[src/rtl/fft_pkg.sv]
// Shared FFT pipeline definitions: frame geometry, sample width and the
// result-reader state encoding used by the FFT, filter, FFT_inv and reader blocks.
// Ports: none (package only).
package fft_pkg;

    localparam int FFT_N     = 16;
    localparam int FFT_W     = 16;
    localparam int FFT_IDX_W = $clog2(FFT_N);

    typedef enum logic [1:0] {
        IDLE    = 2'd0,
        CAPTURE = 2'd1,
        DRAIN   = 2'd2
    } state_t;

endpackage

[src/rtl/bit_reverse.sv]
// Combinational bit-order reversal of an index (bit k of idx lands on bit WIDTH-1-k of rev).
// Ports: idx = natural index in, rev = reversed index out.
// Latency: zero cycles; no state, no backpressure.
module bit_reverse #(
    parameter int WIDTH = 4
) (
    input  logic [WIDTH-1:0] idx,
    output logic [WIDTH-1:0] rev
);

    always_comb begin
        rev = '0;
        for (int k = 0; k < WIDTH; k++) begin
            rev[k] = idx[WIDTH-1-k];
        end
    end

endmodule

[src/rtl/fft_result_reader.sv]
// Captures one N-point complex frame from the pipeline on a res_ready rising edge,
// optionally un-bit-reverses it, then replays it in natural order on a valid/ready stream.
// Ports: clk/reset (sync, active-high); res_ready + data_o_r/data_o_i capture input;
//        out_ready/out_valid/out_r/out_i/out_idx/out_last drain stream; busy, frame_err, overrun status.
// Latency: first out_valid the cycle after sample N-1; drain holds outputs stable while out_ready=0.
module fft_result_reader
    import fft_pkg::*;
#(
    parameter int N      = FFT_N,
    parameter int W      = FFT_W,
    parameter bit BITREV = 1'b1
) (
    input  logic                 clk,
    input  logic                 reset,
    input  logic                 res_ready,
    input  logic [W-1:0]         data_o_r,
    input  logic [W-1:0]         data_o_i,
    input  logic                 out_ready,
    output logic [W-1:0]         out_r,
    output logic [W-1:0]         out_i,
    output logic                 out_valid,
    output logic                 out_last,
    output logic [$clog2(N)-1:0] out_idx,
    output logic                 busy,
    output logic                 frame_err,
    output logic                 overrun
);

    localparam int             IW   = $clog2(N);
    localparam logic [IW-1:0]  LAST = IW'(N - 1);

    state_t          state, state_next;
    logic            res_ready_q;
    logic            rise;
    logic            wr_en;
    logic            trunc;
    logic            xfer;
    logic [IW-1:0]   wr_cnt, rd_cnt, wr_addr;
    logic [W-1:0]    mem_r [N];
    logic [W-1:0]    mem_i [N];

    // A frame is only recognised on a fresh rising edge, so a level held
    // through reset or through a drain never starts a capture.
    assign rise      = res_ready & ~res_ready_q;
    assign out_valid = (state == DRAIN);
    assign xfer      = out_valid & out_ready;
    assign busy      = (state != IDLE);
    assign out_idx   = rd_cnt;
    assign out_last  = out_valid && (rd_cnt == LAST);
    // Buffer is not cleared by reset, so gate the data outputs to keep them 0 outside DRAIN.
    assign out_r     = out_valid ? mem_r[rd_cnt] : '0;
    assign out_i     = out_valid ? mem_i[rd_cnt] : '0;

    generate
        if (BITREV) begin : g_rev
            bit_reverse #(.WIDTH(IW)) u_rev (
                .idx (wr_cnt),
                .rev (wr_addr)
            );
        end else begin : g_lin
            assign wr_addr = wr_cnt;
        end
    endgenerate

    always_comb begin
        state_next = state;
        wr_en      = 1'b0;
        trunc      = 1'b0;
        case (state)
            IDLE: begin
                // wr_cnt is always 0 here, so the edge-cycle sample lands at address 0.
                if (rise) begin
                    wr_en      = 1'b1;
                    state_next = CAPTURE;
                end
            end
            CAPTURE: begin
                if (res_ready) begin
                    wr_en = 1'b1;
                    if (wr_cnt == LAST) state_next = DRAIN;
                end else begin
                    trunc      = 1'b1;
                    state_next = IDLE;
                end
            end
            DRAIN: begin
                if (xfer && out_last) state_next = IDLE;
            end
            default: state_next = IDLE;
        endcase
    end

    always_ff @(posedge clk) begin
        if (reset) begin
            state       <= IDLE;
            res_ready_q <= 1'b0;
            wr_cnt      <= '0;
            rd_cnt      <= '0;
            frame_err   <= 1'b0;
            overrun     <= 1'b0;
        end else begin
            state       <= state_next;
            res_ready_q <= res_ready;
            frame_err   <= trunc;
            // Full frames wrap wr_cnt back to 0 on their own; truncated ones are rewound.
            if (wr_en)
                wr_cnt <= wr_cnt + 1'b1;
            else if (trunc)
                wr_cnt <= '0;
            if (xfer)
                rd_cnt <= rd_cnt + 1'b1;
            // A frame arriving while draining is dropped; only the flag records it.
            if (out_valid && rise)
                overrun <= 1'b1;
        end
    end

    always_ff @(posedge clk) begin
        if (wr_en && !reset) begin
            mem_r[wr_addr] <= data_o_r;
            mem_i[wr_addr] <= data_o_i;
        end
    end

endmodule

[config.mk]
export PLATFORM = sky130hd
export DESIGN_NAME = fft_result_reader
export DESIGN_NICKNAME = d
export VERILOG_FILES = /design/src/rtl/fft_pkg.sv /design/src/rtl/bit_reverse.sv /design/src/rtl/fft_result_reader.sv
export SDC_FILE = /design/constraint.sdc
export NUM_CORES = 1
export LEC_CHECK = 0
export ABC_AREA = 0
export CAP_MARGIN = 20
export CORE_ASPECT_RATIO = 1.75
export CORE_MARGIN = 4
export CORE_UTILIZATION = 35
export DETAILED_ROUTE_END_ITERATION = 10
export SYNTH_ARGS = -nofsm -noshare
export SYNTH_HDL_FRONTEND = slang
export SYNTH_HIERARCHICAL = 1
export SYNTH_SLANG_ARGS = --single-unit
export TNS_END_PERCENT = 20
[constraint.sdc]
create_clock -name clk -period 3.75 [get_ports clk]
set_clock_uncertainty 0.1 [all_clocks]
set_input_delay 0.375 -clock clk [delete_from_list [all_inputs] [get_ports clk]]
set_output_delay 0.375 -clock clk [all_outputs]
set_load 0.02 [all_outputs]
==> results by group <==
Place
  • Number of port buffers: 76
  • Placed instance area: 0.02259 mm²
  • Routability cong.: 0.7490
  • Half-perimeter wire length after detailed placement: 28640 µm
  • Cell Count Post-Placement: 1990

Run status
  • Run status: complete, no violations

Logic synthesis
  • Count of warnings emitted by yosys: 6
  • Total of flip-flops plus latches after synthesis: 529
  • Commonest register cell after synthesis: edfxtp_1
  • Avg Cell Area, Syn: 17.66 µm²
  • Post-synthesis async set-or-reset flop share: 0
  • Post-synth net total: 1198
  • Sequential cell area fraction in the yosys report: 0.7670
  • Unique cell type count in the Yosys netlist: 38
  • Cells after synthesis: 1160
  • Number of enable flip-flop cells after synthesis: 512
  • Post-synth design cell area: 0.02049 mm²

Die
  • Horizontal die dimension: 190.9 µm
  • Floorplan core area: 0.05812 mm²
  • Top-level port count: 77
  • Die Outline Area: 0.06263 mm²
  • Starting Density: 0.3525
  • Die extent in y: 328.1 µm
  • Placement row count: 117

CTS
  • Number of sinks on the clock net: 529
  • Worst-Skew Late Latency: 0.56 ns
  • Cts bufs inserted: 43
  • Root buffer cell: clkbuf_16
  • Register clock-pin slew on the reported worst setup and hold paths: 0.07 ns
  • CTS H-tree depth: 2
  • CTS tree: done
  • Post-CTS Resized: 0
  • Buffer depth of the longest clock path: 3
  • Number of hold buffers added after CTS: 0
  • Post-CTS Repair Setup Buffers: 0

Global route
  • First-pass GRT wire length: 69450 µm
  • Largest net degree at the start of global routing: 57
  • GRT overflow: 0
  • Vias in the first global route: 11090
  • Antenna violations before repair: 1
  • Global routing usage summed across all routing layers: 0.1464

Pwr
  • Final total power: 11.29 mW
  • Leakage: 7.130 nW
  • Power density over the cells: 470.7 mW/mm²
  • Maximum ir drop on the vdd rail: 287.4 µV

STA
  • Worst hold-check slack: 0.4039 ns
  • Worst relative slew slack: 0.4742
  • Final Hold Fails: 0
  • Min Clock Period, post-route: 3.467 ns
  • Highest clock frequency the design can meet: 288.4 MHz
  • Slew at the pin closest to its max-slew limit: 0.7868 ns
  • Setup repair after global routing missed its margin: false
  • Final critical-path share of the clock period: 0.9245
  • Total of endpoints with negative setup slack in the final report: 0
  • Max-slew violations: 0

Drt
  • Vias after detailed routing: 10480
  • Residual DRC count: 0
  • Average detailed-routed wire length per instance: 22.45 µm
  • Pre-antenna DRT Iters: 5
  • Total wirelength of the detailed-routed design: 46440 µm
  • Number of vias per cell after detailed routing: 5.070
  • Violation count after the first detailed-route iteration: 692
  • Final ANT Viol Nets: 0

Worst setup path
  • CP Capture Type: output pin
  • Arrival time of the worst setup path: 2.99 ns
  • Required @ worst endpoint: 3.27 ns
  • Crit start category: register
  • Worst Path Class, Setup: register to output pin
  • Maximum fanout along the worst path: 28

Layout
  • Proportion of layout cells with a drive suffix above 1: 0.1136
  • Cell area after layout: 0.02398 mm²
  • Synthesis-to-layout area growth: 17.04%
  • Count of placed standard cells in the final layout, fillers left out: 2068
  • Number of nets in the final layout: 1300
  • Number of fillers in the final layout: 5099

Job
  • Number of maximum-capacitance violations: 0

Worst hold path
  • Class of the worst hold path: input port to register
metrics by stage:
step	utilization	TNS [ns]	worst slack, ns
2_1_floorplan	-	-32.80	-0.3421
3_3_place_gp	0.3887	0	0.6811
3_5_place_dp	0.3887	0	0.6604
4_1_cts	0.4126	0	0.2257
5_1_grt	0.4126	0	0.1343
6_report	0.4126	0	0.2829
worst paths after layout:
kind / start / to / slack [ns] / cells past startpoint
setup / recovery: register / out_r[6] / 0.28 / 6
hold reg to reg: overrun / overrun / 0.41 / 2
hold / removal: res_ready / res_ready_q / 0.40 / 3
setup reg to reg: state[0] / mem_i[2][1] / 1.17 / 5
worst max-delay path, stage by stage, from the launching register on:
cell and delay [ns]:
dfxtp_4 0.47, buf_4 0.47, mux2i_1 0.14, a22oi_1 0.21, nand2_1 0.08, o22ai_1 0.35
clkdlybuf4s50_1 0.69
registers in the layout, summed over array words and instances (netlist names), named ones only:
name and flops:
res_ready_q 1, mem_i 256, out_idx 4, mem_r 256
frame_err 1, state 2, wr_cnt 4, overrun 1
cell usage in the layout, fill, tap and decap left out, drive strengths merged, types with 5 or more instances in the layout:
master	n
nor2	24
mux2i	257
nor3	5
buf	51
clkbuf	48
o22ai	32
nand2	69
a22oi	129
edfxtp	512
clkdlybuf4s50	76
dfxtp	17
clkinv	20
a21oi	7
synthesized netlist by cell type (3+ instances only):
cell type,number,share of area
nor2b_1,3,0.00092
buf_1,8,0.0015
buf_4,8,0.0029
nand2b_1,3,0.00092
buf_2,26,0.0064
nor3_1,5,0.0012
nand3_1,3,0.00073
mux2i_1,257,0.13
dfxtp_1,17,0.017
a21oi_1,7,0.0017
o22ai_1,32,0.0098
clkbuf_1,27,0.0049
nor4_1,3,0.00092
a22oi_1,129,0.047
nand2_1,69,0.013
o21ai_0,3,0.00073
nor2_1,24,0.0044
edfxtp_1,512,0.75
where the power goes:
| group | total [mW] | internal, mW | switching (mW) |
|---|---|---|---|
| Sequential | 6.52 | 6.51 | 0.0151 |
| Clock | 4.47 | 2.44 | 2.03 |
| Combinational | 0.298 | 0.105 | 0.193 |
per-layer routing:
metal,track usage,up-vias,share of wire
li1,-,4827,-
met1,0.1695,5403,0.38
met2,0.2785,195,0.56
met3,0.01637,59,0.032
met4,0.04859,0,0.026
met5,0,-,0
final cells by class:
class,instances,area [µm²],share of cell area
antenna,1,2.502,0.0001044
multi-input combinational,559,4568,0.1905
clock buffer,48,1116,0.04654
tap,773,967.2,0.04033
timing repair buffer,127,1331,0.05552
clock inverter,29,269.0,0.01122
inverter,2,7.507,0.0003131
sequential,529,15720,0.6555
kinds of logic after synthesis:
group	share of synthesized area
DFF	0.7670
xor gates and xnor gates	0.0008551
AOI/OAI and AO/OA	0.06027
buffers and inverters	0.01679
adders and majority gates	0.001221
and+or+nand+nor	0.02828
muxes	0.1256
Note: power is estimated with default switching activity, not from simulation.
